===== config.mk =====
export PLATFORM = sky130hd
export DESIGN_NAME = dvi_timing_gen
export DESIGN_NICKNAME = d
export VERILOG_FILES = /design/src/rtl/dvi_timing_gen.sv
export SDC_FILE = /design/constraint.sdc
export NUM_CORES = 1
export LEC_CHECK = 0
export ABC_AREA = 1
export CAP_MARGIN = 15
export CORE_UTILIZATION = 60
export CTS_CLUSTER_SIZE = 8
export DETAILED_ROUTE_END_ITERATION = 10
export PLACE_DENSITY = 0.82
export SLEW_MARGIN = 20
export SYNTH_ARGS = -nofsm -noshare
export SYNTH_HDL_FRONTEND = slang
export SYNTH_SLANG_ARGS = --single-unit

===== constraint.sdc =====
create_clock -name clk -period 4.5 [get_ports clk]
set_input_delay 1.35 -clock clk [delete_from_list [all_inputs] [get_ports clk]]
set_output_delay 1.35 -clock clk [all_outputs]
set_load 0.05 [all_outputs]

===== src/rtl/dvi_timing_gen.sv =====
// DVI/VGA raster timing generator in the pixel clock domain.
// The horizontal and vertical phase machines drive registered sync, data-enable, coordinate and start-pulse outputs.
module dvi_timing_gen #(
    parameter int H_FRONT_PORCH = 16,
    parameter int H_SYNC_WIDTH  = 96,
    parameter int H_BACK_PORCH  = 48,
    parameter int H_ACTIVE      = 640,
    parameter int V_FRONT_PORCH = 10,
    parameter int V_SYNC_WIDTH  = 2,
    parameter int V_BACK_PORCH  = 33,
    parameter int V_ACTIVE      = 480,
    parameter bit H_SYNC_POL    = 1'b0,
    parameter bit V_SYNC_POL    = 1'b0,
    parameter int W             = 12
) (
    input  logic         clk,
    input  logic         rst,
    input  logic         en,
    output logic         hsync,
    output logic         vsync,
    output logic         den,
    output logic [W-1:0] x,
    output logic [W-1:0] y,
    output logic         frame_start,
    output logic         line_start
);

    typedef enum logic [1:0] {
        ST_FRONT  = 2'd0,
        ST_SYNC   = 2'd1,
        ST_BACK   = 2'd2,
        ST_ACTIVE = 2'd3
    } phase_e;

    localparam logic [W-1:0] ZERO     = {W{1'b0}};
    localparam logic [W-1:0] ONE      = {{(W-1){1'b0}}, 1'b1};
    localparam logic [W-1:0] H_FP_END = W'(H_FRONT_PORCH - 1);
    localparam logic [W-1:0] H_SY_END = W'(H_SYNC_WIDTH - 1);
    localparam logic [W-1:0] H_BP_END = W'(H_BACK_PORCH - 1);
    localparam logic [W-1:0] H_AC_END = W'(H_ACTIVE - 1);
    localparam logic [W-1:0] V_FP_END = W'(V_FRONT_PORCH - 1);
    localparam logic [W-1:0] V_SY_END = W'(V_SYNC_WIDTH - 1);
    localparam logic [W-1:0] V_BP_END = W'(V_BACK_PORCH - 1);
    localparam logic [W-1:0] V_AC_END = W'(V_ACTIVE - 1);

    function automatic phase_e next_phase(input phase_e s);
        case (s)
            ST_FRONT:  next_phase = ST_SYNC;
            ST_SYNC:   next_phase = ST_BACK;
            ST_BACK:   next_phase = ST_ACTIVE;
            ST_ACTIVE: next_phase = ST_FRONT;
            default:   next_phase = ST_FRONT;
        endcase
    endfunction

    function automatic logic [W-1:0] h_last(input phase_e s);
        case (s)
            ST_FRONT:  h_last = H_FP_END;
            ST_SYNC:   h_last = H_SY_END;
            ST_BACK:   h_last = H_BP_END;
            ST_ACTIVE: h_last = H_AC_END;
            default:   h_last = H_FP_END;
        endcase
    endfunction

    function automatic logic [W-1:0] v_last(input phase_e s);
        case (s)
            ST_FRONT:  v_last = V_FP_END;
            ST_SYNC:   v_last = V_SY_END;
            ST_BACK:   v_last = V_BP_END;
            ST_ACTIVE: v_last = V_AC_END;
            default:   v_last = V_FP_END;
        endcase
    endfunction

    phase_e         h_state_q, h_state_d;
    phase_e         v_state_q, v_state_d;
    logic [W-1:0]   hcount_q, hcount_d;
    logic [W-1:0]   vcount_q, vcount_d;
    logic           hsync_q, hsync_d;
    logic           vsync_q, vsync_d;
    logic           den_q, den_d;
    logic [W-1:0]   x_q, x_d;
    logic [W-1:0]   y_q, y_d;
    logic           frame_start_q, frame_start_d;
    logic           line_start_q, line_start_d;
    logic           eol_s;

    // Next state of both phase machines; outputs decode from that next state so they track the state with no lag.
    always_comb begin
        h_state_d = h_state_q;
        v_state_d = v_state_q;
        hcount_d  = hcount_q;
        vcount_d  = vcount_q;
        eol_s     = 1'b0;
        if (en) begin
            if (hcount_q == h_last(h_state_q)) begin
                hcount_d  = ZERO;
                h_state_d = next_phase(h_state_q);
                eol_s     = (h_state_q == ST_ACTIVE);
            end else begin
                hcount_d  = hcount_q + ONE;
            end
            // The vertical machine steps once per line, on the last visible pixel.
            if (eol_s) begin
                if (vcount_q == v_last(v_state_q)) begin
                    vcount_d  = ZERO;
                    v_state_d = next_phase(v_state_q);
                end else begin
                    vcount_d  = vcount_q + ONE;
                end
            end else begin
                vcount_d = vcount_q;
            end
        end else begin
            eol_s = 1'b0;
        end

        hsync_d       = (h_state_d == ST_SYNC) ? H_SYNC_POL : ~H_SYNC_POL;
        vsync_d       = (v_state_d == ST_SYNC) ? V_SYNC_POL : ~V_SYNC_POL;
        den_d         = (h_state_d == ST_ACTIVE) && (v_state_d == ST_ACTIVE);
        x_d           = den_d ? hcount_d : ZERO;
        y_d           = (v_state_d == ST_ACTIVE) ? vcount_d : ZERO;
        line_start_d  = den_d && (x_d == ZERO);
        frame_start_d = line_start_d && (y_d == ZERO);
    end

    // State and output registers with synchronous reset taking priority over en.
    always_ff @(posedge clk) begin
        if (rst) begin
            h_state_q     <= ST_FRONT;
            v_state_q     <= ST_FRONT;
            hcount_q      <= ZERO;
            vcount_q      <= ZERO;
            hsync_q       <= ~H_SYNC_POL;
            vsync_q       <= ~V_SYNC_POL;
            den_q         <= 1'b0;
            x_q           <= ZERO;
            y_q           <= ZERO;
            frame_start_q <= 1'b0;
            line_start_q  <= 1'b0;
        end else begin
            h_state_q     <= h_state_d;
            v_state_q     <= v_state_d;
            hcount_q      <= hcount_d;
            vcount_q      <= vcount_d;
            hsync_q       <= hsync_d;
            vsync_q       <= vsync_d;
            den_q         <= den_d;
            x_q           <= x_d;
            y_q           <= y_d;
            frame_start_q <= frame_start_d;
            line_start_q  <= line_start_d;
        end
    end

    assign hsync       = hsync_q;
    assign vsync       = vsync_q;
    assign den         = den_q;
    assign x           = x_q;
    assign y           = y_q;
    assign frame_start = frame_start_q;
    assign line_start  = line_start_q;

endmodule


==> results.toml <==
[status]
status = "finished clean"

[global_route]
grt_pass1_vias = 2431
antenna_found_initial = 0
grt_pass1_wl_um = 11380
grt.total_usage_pct = 28.86
grt_max_degree = 37
overflow = 0

[pwr]
switching_power_uw = 208.6
irDropWorstVdd_uv = 288.7
seq_power_share_pct = 55.7
p_int_uw = 703.0
power_density_mw_per_mm2 = 267.9
power_switching_share_pct = 22.88
share_comb_of_total_power_pct = 2.4
leakagePower_nw = 1.541
clkPwrFrac_pct = 41.9

[drt]
drt_iter0_drc = 177
dr.pass1.iters = 6
avgViaCountPerCell = 5.193
routed_wl_um = 6902
vias = 2742
drc = 0
antenna_left = 0
post_drt_wl_per_cell_um = 13.07

[floorplan]
core_area_mm2 = 0.004692
initial_core_util_pct = 62.29
fp.dieW_um = 71.80
rows = 25
io-pin-count = 32
die_h_um = 71.80
die-area_mm2 = 0.005155

[logic_synthesis]
synthXorXnorAreaFrac_pct = 2.397
synth_top_area_share_pct = 39.04
synth_area_per_cell_um2 = 6.673
synth_nets = 450
yosys_warnings = 0
muxShareOfSynthArea_pct = 0
ys_async_sr_fraction_pct = 0
synthAdderAreaFrac_pct = 3.853
synth_top_cell_by_area = "dfxtp_1"
synth-compound-area-share_pct = 2.868
synthSimpleGateAreaFrac_pct = 41.35
synth_area_leaders = "dfxtp_1 (39%), nand2_1 (15%), nor2_1 (11%)"
synth_edf_count = 0
synth_flop_cell = "dfxtp_1"
ys_ff_latch = 57
yosysMostFrequentCell = "nand2_1"
ys_top_cells_by_count = "nand2_1 (118), nor2_1 (83), inv_1 (62), dfxtp_1 (57), nand3_1 (31)"
ys_types = 30
synth_top_family_by_area = "simple AND/OR/NAND/NOR gates"
netlist_area_mm2 = 0.002923
synth_sequential_area_ratio_pct = 39.04
syn_inst = 438

[sta]
min_period_ns = 3.365
rsz0062_at_grt = "no"
final_max_slew_viol_count = 0
slew_headroom_pct = 63.92
fin_worst_skew_ns = 0.01210
hold_viol = 0
setup_viol = 0
worst_pin_slew_ns = 0.5395
max_freq_ghz = 0.2972
finalSetupTns_ns = 0
period_share_pct = 74.78

[placement]
post-place-cells = 514
gp_congestion = 0.9742
dp_hpwl_um = 5043
numPortBuffers = 31

[critical_path]
cp-start-kind = "input port"
cp_max_fo = 3
rrSetupSlack_ns = 1.53
critPathSlowestCell = "clkdlybuf4s50_1"
cp_data_required_time_ns = 4.76
max_stage_delay_ns = 0.51
worstPathCellList = "clkdlybuf4s50_1 -> nand2_1 -> nor3_1 -> nand3_1 -> nor2_1 -> nand2_1 -> nor4_1 -> xor2_1 -> nand3_1 -> a21oi_2"
worstPathArrival_ns = 3.62
end_kind = "flop"
crit_type = "input port to flop"

[finish]
layout-area-overhead-vs-synth_pct = 16.44
antennaDiodeCount = 0
seq_area_mm2 = 0.001141
drive_above_1_share_pct = 6.751
fin_cells = 528
fillers = 394
fin_nets = 483
multi_input_area_mm2 = 0.001475

[cts]
cts_tree = "yes"
cts_resized = 0
h-tree-depth = 3
cts_buffer_depth = 2
clkTransAtPathRegs_ns = 0.06
numCtsBuffers = 9
clockRootBuffer = "clkbuf_8"
clk_latency_ns = 0.33
postCtsHoldBufs = 0
clock_sinks = 57
cts_setup_buffers = 0

[worst_hold_path]
hold_class = "flop to flop"

[job]
max-cap-violations = 0
[routing by layer]
metal	share of wire, %	vias up	GRT usage, %
li1	-	1424	-
met1	50	1190	42.64
met2	42	116	41.72
met3	7.2	12	4.923
met4	1.4	0	11.55
met5	0	-	0
[layout by cell type, fill, tap and decap left out, drive strengths merged]
cell / n
inv: 63
nor4: 3
o21ai: 7
xnor2: 1
a21boi: 1
xor2: 7
nand3: 34
clkinv: 3
a21oi: 2
nor2: 87
nand2: 121
nand3b: 2
ha: 9
a31oi: 2
clkbuf: 10
nand4: 11
nor3: 19
clkinvlp: 1
dfxtp: 57
buf: 3
clkdlybuf4s50: 31
[stage by stage]
stage / hold slack (ns) / power (mW) / instance area (um2) / worst slack (ns) / util [%]
after detailed placement: 0.5918 / 0.5401 / 3253 / 0.9108 / 69.33
after global placement: 0.5866 / 0.5400 / 3253 / 1.010 / 69.33
after CTS: 0.6012 / 0.9159 / 3403 / 1.186 / 72.53
after global routing: 0.6415 / 0.9426 / 3403 / 1.004 / 72.53
final: 0.6124 / 0.9116 / 3403 / 1.135 / 72.53
after floorplan: 0.5454 / 0.5333 / 2923 / 1.602 / -
[path summary, 6_finish.rpt]
check,from,to,cells past startpoint
hold reg to reg,hcount_q[11],x[11],3
setup reg to reg,h_state_q[0],frame_start,13
setup / recovery,en,frame_start,10
hold / removal,hcount_q[11],x[11],3
[cell type report]
cell class                      instances  share of cell area (%)
Timing Repair Buffer                   34                   9.779
Multi-Input combinational cell        306                   43.35
Tap cell                               54                   1.985
Clock inverter                          4                  0.6618
Sequential cell                        57                   33.53
Clock buffer                           10                   3.750
Inverter                               63                   6.949
[state kept, by name, summed over array words and instances, names as in the netlist]
signal       flops
h_state_q        2
hsync            1
frame_start      1
hcount_q        12
y               12
x               12
vsync            1
den              1
line_start       1
vcount_q        12
v_state_q        2
[worst max-delay path: cells and delay by family]
family | cells | cell delay (ns)
simple gates | 7 | 1.34
buf+inv | 1 | 0.51
xor+xnor | 1 | 0.29
compound gates | 1 | 0.12
[cells by family (layout without fill, tap and decap cells)]
kind of cell               after synthesis  after routing
DFF                                     57             57
xor gates and xnor gates                 8              8
AOI/OAI and AO/OA                       12             12
buffers and inverters                   75            111
and+or+nand+nor                        277            277
adders and majority gates                9              9
[power groups by stage]
stage	Clock (mW)	Combinational (mW)	Sequential [mW]
after CTS	0.387	0.0218	0.507
after global placement	0	0.0214	0.519
after floorplan	0	0.0152	0.518
final	0.382	0.0221	0.507
after detailed placement	0	0.0215	0.519
after global routing	0.411	0.0245	0.507
No activity file was read; power rests on OpenSTA's default activity.
